$ cat config.mk
export PLATFORM = sky130hd
export DESIGN_NAME = pwm_capture
export DESIGN_NICKNAME = d
export VERILOG_FILES = /design/src/rtl/pwm_capture.sv
export SDC_FILE = /design/constraint.sdc
export NUM_CORES = 1
export LEC_CHECK = 0
export ABC_CLOCK_PERIOD_IN_PS = 2720
export BUFFER_PORTS_ARGS = -buffer_cell sky130_fd_sc_hd__buf_2
export CAP_MARGIN = 20
export CORE_MARGIN = 2
export CORE_UTILIZATION = 43
export CTS_BUF_LIST = sky130_fd_sc_hd__clkbuf_4
export DETAILED_ROUTE_END_ITERATION = 8
export PLACE_DENSITY = 0.6
export SETUP_SLACK_MARGIN = 0.2
export SYNTH_ARGS = -nofsm -noshare
export SYNTH_HDL_FRONTEND = slang
export SYNTH_SLANG_ARGS = --single-unit
$ cat constraint.sdc
create_clock -name clk -period 2.72 [get_ports clk]
set_input_delay 0.544 -clock clk [delete_from_list [all_inputs] [get_ports clk]]
set_output_delay 0.544 -clock clk [all_outputs]
set_load 0.1 [all_outputs]
$ cat src/rtl/pwm_capture.sv
// PWM receive side: synchronizes an external PWM line and measures its high time and
// period (minus one) in step ticks; a constant line is reported via timeout.
module pwm_capture #(
  parameter int N           = 8,
  parameter int SYNC_STAGES = 2
) (
  input  logic         clk,
  input  logic         rst,
  input  logic         ena,
  input  logic         step,
  input  logic         pwm_in,
  output logic [N-1:0] duty,
  output logic [N-1:0] period,
  output logic         valid,
  output logic         steady
);

  typedef enum logic [1:0] {
    SEEK = 2'd0,
    HIGH = 2'd1,
    LOW  = 2'd2
  } state_t;

  localparam logic [N-1:0] CNT_MAX  = {N{1'b1}};
  localparam logic [N-1:0] CNT_ZERO = {N{1'b0}};
  localparam logic [N-1:0] CNT_ONE  = {{(N-1){1'b0}}, 1'b1};

  function automatic logic [N-1:0] sat_inc(input logic [N-1:0] v);
    return (v == CNT_MAX) ? v : v + CNT_ONE;
  endfunction

  logic [SYNC_STAGES-1:0] r_sync;
  logic                   r_s_d;
  logic                   r_ena_d;
  state_t                 r_state;
  logic [N-1:0]           r_hi_cnt;
  logic [N-1:0]           r_per_cnt;
  logic [N-1:0]           r_duty;
  logic [N-1:0]           r_period;
  logic                   r_valid;
  logic                   r_steady;

  logic w_s;
  logic w_rise;
  logic w_fall;
  logic w_tick;
  logic w_ena_rise;
  logic w_timeout;

  assign w_s        = r_sync[SYNC_STAGES-1];
  assign w_rise     = w_s & ~r_s_d;
  assign w_fall     = ~w_s & r_s_d;
  assign w_tick     = ena & step;
  assign w_ena_rise = ena & ~r_ena_d;
  assign w_timeout  = w_tick & (r_per_cnt == CNT_MAX) & ~w_rise & ~w_fall;

  // Input synchronizer, edge-detect delay and enable history run on every clk.
  always_ff @(posedge clk or negedge rst) begin
    if (!rst) begin
      r_sync  <= '0;
      r_s_d   <= 1'b0;
      r_ena_d <= 1'b0;
    end else begin
      if (SYNC_STAGES > 1) begin
        r_sync <= {r_sync[SYNC_STAGES-2:0], pwm_in};
      end else begin
        r_sync <= pwm_in;
      end
      r_s_d   <= w_s;
      r_ena_d <= ena;
    end
  end

  // Measurement FSM with counters and registered results.
  always_ff @(posedge clk or negedge rst) begin
    if (!rst) begin
      r_state   <= SEEK;
      r_hi_cnt  <= CNT_ZERO;
      r_per_cnt <= CNT_ZERO;
      r_duty    <= CNT_ZERO;
      r_period  <= CNT_ZERO;
      r_valid   <= 1'b0;
      r_steady  <= 1'b0;
    end else begin
      r_valid <= 1'b0;
      if (w_ena_rise) begin
        // A period interrupted by ena=0 is partial; restart the search.
        r_state   <= SEEK;
        r_hi_cnt  <= CNT_ZERO;
        r_per_cnt <= CNT_ZERO;
      end else if (ena) begin
        if (w_timeout) begin
          r_duty    <= w_s ? CNT_MAX : CNT_ZERO;
          r_period  <= CNT_MAX;
          r_steady  <= 1'b1;
          r_valid   <= 1'b1;
          r_hi_cnt  <= CNT_ZERO;
          r_per_cnt <= CNT_ZERO;
          r_state   <= w_s ? HIGH : SEEK;
        end else begin
          case (r_state)
            SEEK: begin
              if (w_rise) begin
                r_state   <= HIGH;
                r_hi_cnt  <= w_tick ? CNT_ONE : CNT_ZERO;
                r_per_cnt <= CNT_ZERO;
              end else if (w_tick) begin
                r_per_cnt <= sat_inc(r_per_cnt);
              end
            end
            HIGH: begin
              if (w_tick) begin
                r_per_cnt <= sat_inc(r_per_cnt);
                if (w_s) begin
                  r_hi_cnt <= sat_inc(r_hi_cnt);
                end
              end
              if (w_fall) begin
                r_state <= LOW;
              end
            end
            LOW: begin
              if (w_rise) begin
                // The rising step opens the next period: tick 0 of it, and high time 1.
                r_duty    <= r_hi_cnt;
                r_period  <= r_per_cnt;
                r_steady  <= 1'b0;
                r_valid   <= 1'b1;
                r_hi_cnt  <= w_tick ? CNT_ONE : CNT_ZERO;
                r_per_cnt <= CNT_ZERO;
                r_state   <= HIGH;
              end else if (w_tick) begin
                r_per_cnt <= sat_inc(r_per_cnt);
              end
            end
            default: begin
              r_state   <= SEEK;
              r_hi_cnt  <= CNT_ZERO;
              r_per_cnt <= CNT_ZERO;
            end
          endcase
        end
      end
    end
  end

  assign duty   = r_duty;
  assign period = r_period;
  assign valid  = r_valid;
  assign steady = r_steady;

endmodule

==> impl_metrics.yaml <==
outcome:
  outcome: "finished, final reports clean"
global_route:
  grt_pass1_wl_mm: 7.362
  grt_antenna_before_repair: 0
  grt_max_degree: 41
  grt_pass1_vias: 1544
  overflow: 0
  grt_usage_pct: 18.28
placed_design:
  globalplace.congestion: 0.8209
  place_area_um2: 2146
  portBuffers: 22
  hpwl_mm: 3.193
sta:
  tightest_slew_ps: 858.8
  skew_ps: 13.35
  slew_headroom_pct: 42.75
  rsz0062_at_grt: "false"
  setup_tns_ps: 0
  fin_crit_sh_pct: 84.43
  fin_crit_ps: 2297
  finalHoldViolations: 0
  setup_viol: 0
  drv_slew: 0
  max_freq_ghz: 0.4354
flow_run:
  cap_violations: 0
synthesis:
  synth_flop_cell: "dfrtp_1"
  synthTopCellsByArea: "dfrtp_1 50%, nand2_1 4.7%, nor2_1 3.6%"
  yosysSeqAreaShare_pct: 50.35
  syn-num-nets: 210
  post-synth-top-count-cell: "dfrtp_1"
  synth.avg_cell_area_um2: 9.794
  ys_types: 49
  synth_area_um2: 1988
  synth_warnings: 0
  synth_seq_cells: 40
  synth_commonest_cells: "40 x dfrtp_1, 25 x nand2_1, 19 x nor2_1"
  synth_edf_count: 0
  synth_top_area_share_pct: 50.35
  post-synth-top-area-cell: "dfrtp_1"
  syn-instance-count: 203
  synthArstFlopShare_pct: 100.0
critical_path:
  crit_chain: "ha_1 > nand3_2 > or4_4 > o21ai_4 > buf_4 > nor2_1 > a31oi_1"
  crit_fanout: 17
  required_ps: 2980
  cp-end-kind: "flip-flop"
  crit_slowest_cell: "or4_4"
  r2r-start: "r_per_cnt[1]$_DFFE_PN0N_"
  critPathMaxStageDelay_ps: 630
  cp_data_arrival_time_ps: 2560
  r2r_end: "duty[7]$_DFFE_PN0P_"
  worst-r2r-setup-slack_ps: 420
  rr_worst_depth: 7
  start_kind: "flip-flop"
  worstSetupPathType: "reg2reg"
die:
  coreArea_um2: 4414
  pin_count: 23
  start_util_pct: 45.04
  dieArea_um2: 5183
  rows: 24
  die_w_um: 72.00
  die_h_um: 72.00
pwr:
  power.total_mw: 1.659
  p_leak_nw: 0.9910
  ir_worst_vdd_uv: 382.4
  powerDensity_nw_per_um2: 745.2
routing:
  wl_mm: 4.370
  vias: 1641
  drtPass1Iterations: 4
  wire_per_inst_um: 15.50
  ant_nets: 0
  drc: 0
  drt-vias-per-instance: 5.819
  first_iter_violations: 82
clocking:
  insertion_delay_ps: 340
  cts_buffer_depth: 2
  cts.sinks: 40
  hold_buffers: 0
  cts_buffers: 5
  ctsRootBufferMaster: "clkbuf_4"
  tritoncts: "built"
  path_clk_slew_ps: 120
  post_cts_buffers: 0
  cts-resized-gates: 0
  cts_max_level: 2
min_path:
  whs_path_depth: 1
  min_from: "pwm_in"
  holdPathEnd: "r_sync[0]$_DFF_PN0_"
  min_path_type: "in2reg"
finish:
  diodes: 0
  stdcell_area_um2: 2226
  drive_above_1_share_pct: 16.96
  nNetsFinal: 236
  syn_to_final_growth_pct: 11.96
## per-stage QoR
stage	std cells	hold WS [ps]	setup WS [ps]	utilization [%]
6_report	282	294.8	423.5	50.43
5_1_grt	282	272.3	254.7	50.43
2_1_floorplan	203	248.4	617.3	-
4_1_cts	282	281.6	296.8	50.31
3_3_place_gp	274	335.7	289.2	48.61
3_5_place_dp	274	339.4	189.1	48.61
## flip-flops by register name (all words and copies together), names as in the netlist
signal	cells
duty	8
period	8
r_hi_cnt	8
r_per_cnt	8
r_state	2
r_sync	2
r_ena_d	1
r_s_d	1
steady	1
valid	1
## power by group
group	switching (mW)	total (mW)	leakage, nW	internal [mW]
sequential	0.0408	0.698	0.532	0.657
clock	0.192	0.380	0.0403	0.188
combinational	0.491	0.580	0.418	0.0893
total	0.724	1.66	0.991	0.935
## routing by layer
layer / GRT usage [%] / up-vias / wire length (um)
met1: 26.21 / 761 / 2169
met5: 0 / - / 0
met3: 3.472 / 11 / 208
met2: 27.67 / 55 / 1919
met4: 6.709 / 0 / 73
li1: - / 814 / -
## how the worst max path moves through the flow
| stage | start | end | slack, ps | cells past startpoint |
|---|---|---|---|---|
| after floorplan | ena | period[6]$_DFFE_PN0P_ | 620 | 6 |
| after global placement | ena | duty[6]$_DFFE_PN0P_ | 290 | 7 |
| after detailed placement | ena | duty[7]$_DFFE_PN0P_ | 190 | 7 |
| after CTS | r_per_cnt[1]$_DFFE_PN0N_ | duty[7]$_DFFE_PN0P_ | 300 | 7 |
| after global routing | r_per_cnt[0]$_DFFE_PN0N_ | r_hi_cnt[0]$_DFFE_PN0P_ | 250 | 5 |
| final | r_per_cnt[1]$_DFFE_PN0N_ | duty[7]$_DFFE_PN0P_ | 420 | 7 |
## cells by family (layout without fill, tap and decap cells)
group	count (synthesis)	count (layout)	synth area share [%]
buffers and inverters	13	40	3.335
AOI/OAI and AO/OA	57	57	20.33
xor gates and xnor gates	2	2	0.8812
DFF	40	40	50.35
muxes	4	4	2.140
and+or+nand+nor	85	85	21.71
adders and majority gates	2	2	1.258
## worst max-delay path, delay by kind of cell (launching register included)
| kind | cells | cell delay, ps |
|---|---|---|
| fa+ha+maj | 1 | 280 |
| compound gates | 2 | 380 |
| flops | 1 | 430 |
| buf+inv | 1 | 240 |
| simple gates | 3 | 880 |
## cell usage in the layout, fill, tap and decap left out, drive strengths merged, types with 3 or more instances in the layout
cell type   n
nand2b      8
nand2      26
and4        3
nor2       19
o22ai       4
o31ai       4
dfrtp      40
o22a        3
inv         7
nor3        4
nand4       5
o21ai      11
a31oi      10
or4         3
buf        25
nand3       9
clkbuf      5
a21oi       8
## cell type report
class / count / area, um2
Inverter: 7 / 26.28
Clock buffer: 5 / 37.54
Sequential cell: 40 / 1001
Multi-Input combinational cell: 150 / 925.9
Timing Repair Buffer: 25 / 132.6
Tap cell: 52 / 65.06
Fill cell: 405 / 2188
Clock inverter: 3 / 37.54
Power figures use the tool's default switching activity.
